==> config.mk <==
export PLATFORM = sky130hd
export DESIGN_NAME = stream_fifo_flat
export DESIGN_NICKNAME = d
export VERILOG_FILES = /design/src/rtl/stream_fifo_if.sv /design/src/rtl/stream_fifo.sv /design/src/flat_wrapper.sv
export SDC_FILE = /design/constraint.sdc
export NUM_CORES = 1
export LEC_CHECK = 0
export ABC_CLOCK_PERIOD_IN_PS = 2400
export CORE_MARGIN = 2
export CORE_UTILIZATION = 54
export CTS_CLUSTER_DIAMETER = 200
export DETAILED_ROUTE_END_ITERATION = 6
export PLACE_DENSITY_LB_ADDON = 0.12
export SLEW_MARGIN = 20
export SYNTH_ARGS = -nofsm -noshare
export SYNTH_HDL_FRONTEND = slang
export SYNTH_SLANG_ARGS = --single-unit
==> constraint.sdc <==
create_clock -name clk -period 2.4 [get_ports clk]
set_input_delay 0.6 -clock clk [delete_from_list [all_inputs] [get_ports clk]]
set_output_delay 0.6 -clock clk [all_outputs]
set_load 0.01 [all_outputs]
==> src/rtl/stream_fifo_if.sv <==
// Stream handshake bundle between a producer/consumer and the FIFO.
// The write side is in_*, the read side is out_*.
interface stream_fifo_if #(
    parameter int WIDTH = 4
);
    logic [WIDTH-1:0] in_data;
    logic             in_valid;
    logic             in_ready;
    logic [WIDTH-1:0] out_data;
    logic             out_valid;
    logic             out_ready;

    // Environment side: supplies write words and accepts read words
    modport master (
        output in_data,
        output in_valid,
        input  in_ready,
        input  out_data,
        input  out_valid,
        output out_ready
    );

    // FIFO side
    modport slave (
        input  in_data,
        input  in_valid,
        output in_ready,
        output out_data,
        output out_valid,
        input  out_ready
    );
endinterface

==> src/rtl/stream_fifo.sv <==
// First-word fall-through stream FIFO with arbitrary (non power-of-two) depth,
// synchronous flush, occupancy count and almost-full flag. Status outputs are
// decoded purely from the registered count, so there is no combinational
// path from in_valid/out_ready to any handshake output.
module stream_fifo #(
    parameter int WIDTH       = 4,
    parameter int DEPTH       = 5,
    parameter int AFULL_LEVEL = DEPTH - 1
) (
    input  logic                       clk,
    input  logic                       rst_n,
    input  logic                       clear,
    stream_fifo_if.slave               fifo_if,
    output logic [$clog2(DEPTH+1)-1:0] count,
    output logic                       almost_full
);

    localparam int CW = $clog2(DEPTH + 1);
    localparam int PW = (DEPTH > 1) ? $clog2(DEPTH) : 1;

    logic [WIDTH-1:0] mem [DEPTH];

    logic [PW-1:0] wr_ptr_q, wr_ptr_d;
    logic [PW-1:0] rd_ptr_q, rd_ptr_d;
    logic [CW-1:0] count_q, count_d;

    logic push;
    logic pop;

    // Status decode from registered occupancy only
    assign fifo_if.in_ready  = (count_q != CW'(DEPTH));
    assign fifo_if.out_valid = (count_q != '0);
    assign fifo_if.out_data  = mem[rd_ptr_q];
    assign almost_full       = (count_q >= CW'(AFULL_LEVEL));
    assign count             = count_q;

    // Next-state for pointers and occupancy; flush wins over any transfer
    always_comb begin
        push     = fifo_if.in_valid && fifo_if.in_ready && !clear;
        pop      = fifo_if.out_valid && fifo_if.out_ready && !clear;
        wr_ptr_d = wr_ptr_q;
        rd_ptr_d = rd_ptr_q;
        count_d  = count_q;

        if (clear) begin
            wr_ptr_d = '0;
            rd_ptr_d = '0;
            count_d  = '0;
        end else begin
            if (push) begin
                wr_ptr_d = (wr_ptr_q == PW'(DEPTH - 1)) ? '0 : wr_ptr_q + PW'(1);
            end
            if (pop) begin
                rd_ptr_d = (rd_ptr_q == PW'(DEPTH - 1)) ? '0 : rd_ptr_q + PW'(1);
            end
            if (push && !pop) begin
                count_d = count_q + CW'(1);
            end else if (pop && !push) begin
                count_d = count_q - CW'(1);
            end
        end
    end

    // Control state with asynchronous reset
    always_ff @(posedge clk or negedge rst_n) begin
        if (!rst_n) begin
            wr_ptr_q <= '0;
            rd_ptr_q <= '0;
            count_q  <= '0;
        end else begin
            wr_ptr_q <= wr_ptr_d;
            rd_ptr_q <= rd_ptr_d;
            count_q  <= count_d;
        end
    end

    // Storage array, deliberately without reset
    always_ff @(posedge clk) begin
        if (push) begin
            mem[wr_ptr_q] <= fifo_if.in_data;
        end
    end

endmodule

==> src/flat_wrapper.sv <==
// flat-port wrapper written by rule: the top's interface ports become plain ports
module stream_fifo_flat 
#(
    parameter int WIDTH       = 4,
    parameter int DEPTH       = 5,
    parameter int AFULL_LEVEL = DEPTH - 1
)
  (clk, rst_n, clear, count, almost_full, fifo_if_in_data, fifo_if_in_valid, fifo_if_in_ready, fifo_if_out_data, fifo_if_out_valid, fifo_if_out_ready);
  stream_fifo_if #(.WIDTH(WIDTH)) fifo_if_i ();
  input  logic clk;
  input  logic rst_n;
  input  logic clear;
  output logic [$clog2(DEPTH+1)-1:0] count;
  output logic almost_full;
  input wire logic [$bits(fifo_if_i.in_data)-1:0] fifo_if_in_data;
  input wire logic [$bits(fifo_if_i.in_valid)-1:0] fifo_if_in_valid;
  output wire logic [$bits(fifo_if_i.in_ready)-1:0] fifo_if_in_ready;
  output wire logic [$bits(fifo_if_i.out_data)-1:0] fifo_if_out_data;
  output wire logic [$bits(fifo_if_i.out_valid)-1:0] fifo_if_out_valid;
  input wire logic [$bits(fifo_if_i.out_ready)-1:0] fifo_if_out_ready;
  assign fifo_if_i.in_data = fifo_if_in_data;
  assign fifo_if_i.in_valid = fifo_if_in_valid;
  assign fifo_if_in_ready = fifo_if_i.in_ready;
  assign fifo_if_out_data = fifo_if_i.out_data;
  assign fifo_if_out_valid = fifo_if_i.out_valid;
  assign fifo_if_i.out_ready = fifo_if_out_ready;
  stream_fifo #(.WIDTH(WIDTH), .DEPTH(DEPTH), .AFULL_LEVEL(AFULL_LEVEL)) u_core (.clk(clk), .rst_n(rst_n), .clear(clear), .fifo_if(fifo_if_i), .count(count), .almost_full(almost_full));
endmodule
==> results.txt <==
most frequent cell after synthesis - edfxtp_1
clk_lat worst skew - 0.31 ns
post-place setup slack - -0.0594 ns
Die Height - 56.4 um
Post-Syn Area - 0.00148 mm2
largest net degree at the start of global routing - 15
CP required - 1.80 ns
via count - 1,025
fmax - 0.431 GHz
skew final - 0.00434 ns
first-pass GRT wire length - 4440 um
Distinct cells, synth - 36
Root Driver - clkbuf_4
Net Count, Synth - 133
TritonCTS clock tree - done
Synth top area share - 40.5%
Crit. End Element - output port
initial core utilization - 55.2%
clk slew on worst S/H paths - 0.09 ns
Clock Sinks - 29
static leakage - 0.672 nW
drt wl/cell - 14.5 um
layout cells sized above 1 - 25.3%
run status - finished, final reports clean
fin crit share - 96.7%
#FFs+latches synth - 29
cells taking the most area after synthesis - edfxtp_1 (40%), dfrtp_1 (15%), mux4_2 (6.1%)
worst path arrival time - 1.72 ns
Finished Layout Cells - 181
CP Cell Sequence - buf_4, mux4_2, mux2_2, buf_2
Main synth FF type - edfxtp_1
# port buffers - 18
Slew Limit Headroom - 70.3%
top post-synthesis cells by count - edfxtp_1 (20), a21oi_1 (10), dfrtp_1 (9), nor2_1 (9)
Die Width - 56.4 um
Hold Slack - 0.591 ns
TritonRoute pass-1 iters - 4
average vias per placed instance - 5.66
gpl congestion - 0.783
dominant cell type by area after synthesis - edfxtp_1
YS warnings - 0
Post-synth EDFFs - 20
# IOs - 19
CTS Buffer Depth - 2
final WL - 2620 um
final setup vio count - 0
Placed Area - 0.00173 mm2
Nets - 163
initial antenna violation count - 0
Crit-path slowest cell - mux4_2
gate count of the mapped netlist - 119
crit path kind - reg -> out
count of final hold-check violations - 0
RSZ-0062 raised after global routing - true
Core Box Area - 0.00269 mm2
Critical Path Max Stage Delay - 0.47 ns
Iter 0 DRT Violations - 32
Max IR drop VDD - 481 uV
ANT cells - 0
number of core rows - 19
syn_area_per_cell - 12.5 um2
# DRC - 0
Final Max Tran Viols - 0
PwrDens - 649 mW/mm2
asr flop ratio synth - 31.0%
maxcap violations - 0
fin crit period - 2.32 ns
Layout area overhead - 20.7%
CP max FO - 4
hpwl dp - 1950 um
FILL cells - 207
placed cell count - 170
vias in the first global route - 985
Hold Path Class - in -> async
Sum Neg Setup Slack - 0 ns
final worst setup slack - 0.0783 ns
register area share after synthesis - 55.6%
worst-margin pin slew - 0.444 ns
CP startpoint kind - flop
Die ar. - 0.00318 mm2
Post-DRT Antenna Nets - 0
H-Tree Depth - 2
post-route cell area - 0.00179 mm2
total global routing overflow - 0
GRT Overall Usage - 18.8%
Inserted Clock Buffers - 5
==> timing repair <==
action,in CTS,in global routing
endpoints found under the setup margin,4,3
buffers inserted,3,0
pin swaps,0,0
endpoints found under the hold margin,0,0
hold buffers,0,0
gates resized for setup,14,2
==> power by group <==
part           internal (mW)  switching, mW
Clock                  0.111          0.154
Combinational          0.166          0.130
Sequential             0.560         0.0419
==> sequential cells by signal, summed over array words and instances, names as in the netlist <==
name	count
u_core.wr_ptr_q	3
u_core.count	3
u_core.mem	20
u_core.rd_ptr_q	3
==> path summary, 6_finish.rpt <==
check | start | slack (ns) | cells past startpoint | endpoint
max | u_core.rd_ptr_q[0] | 0.08 | 4 | fifo_if_out_data[3]
min | rst_n | 0.59 | 1 | u_core.rd_ptr_q[2]
max reg2reg | u_core.count[1] | 0.28 | 7 | u_core.count[2]
min reg2reg | u_core.wr_ptr_q[0] | 0.62 | 2 | u_core.wr_ptr_q[0]
max in group asynchronous | rst_n | 1.47 | 1 | u_core.rd_ptr_q[0]
min in group clk | u_core.wr_ptr_q[0] | 0.62 | 2 | u_core.wr_ptr_q[0]
==> metal layers <==
| metal | vias to the layer above | track usage [%] | part of all wire (%) | routed length [um] |
|---|---|---|---|---|
| li1 | 500 | - | - | - |
| met1 | 503 | 24.7 | 46 | 1200 |
| met2 | 16 | 29.4 | 49 | 1280 |
| met3 | 6 | 5.76 | 3.7 | 97 |
| met4 | 0 | 7.14 | 1.5 | 40 |
| met5 | - | 0 | 0 | 0 |
==> layout by cell type (no fill, tap or decap), types with 5 or more instances in the layout <==
master           netlist  final
buf_4                  1     14
inv_1                  6      6
nor3_1                 6      6
nor2_1                 9      9
clkbuf_4               0      5
a21oi_1               10     10
nand2_1                6      6
clkdlybuf4s50_1        0     14
mux2_2                 5      5
edfxtp_1              20     20
dfrtp_1                9      7
==> final cells by class <==
class | count | area (um2) | area share (%)
sequential | 29 | 828 | 46.3
multi-input combinational | 75 | 579 | 32.4
timing repair buffer | 32 | 270 | 15.1
clock buffer | 6 | 41.3 | 2.31
tap | 31 | 38.8 | 2.17
inverter | 6 | 22.5 | 1.26
clock inverter | 2 | 10.0 | 0.559
==> critical path: cells and delay by family (launching register included) <==
kind	cells	cell delay, ns
muxes	2	0.74
buffers and inverters	2	0.27
DFF	1	0.40
==> stage by stage <==
| step | power, mW | util, % |
|---|---|---|
| 2_1_floorplan | 0.795 | - |
| 3_3_place_gp | 0.895 | 64.4 |
| 3_5_place_dp | 0.907 | 64.4 |
| 4_1_cts | 1.18 | 66.6 |
| 5_1_grt | 1.24 | 66.7 |
| 6_report | 1.16 | 66.7 |
==> logic make-up (layout without fill, tap and decap cells) <==
logic type | after synthesis | count (layout) | synth area share [%]
adder cells (fa/ha/maj) | 5 | 5 | 4.72
flip-flops | 29 | 29 | 55.6
AO/OA/AOI/OAI | 23 | 23 | 9.78
XOR/XNOR | 3 | 3 | 1.77
multiplexers | 10 | 10 | 10.5
buffers and inverters | 15 | 46 | 5.31
AND/OR/NAND/NOR | 34 | 34 | 12.2
Note: power is estimated with default switching activity, not from simulation.
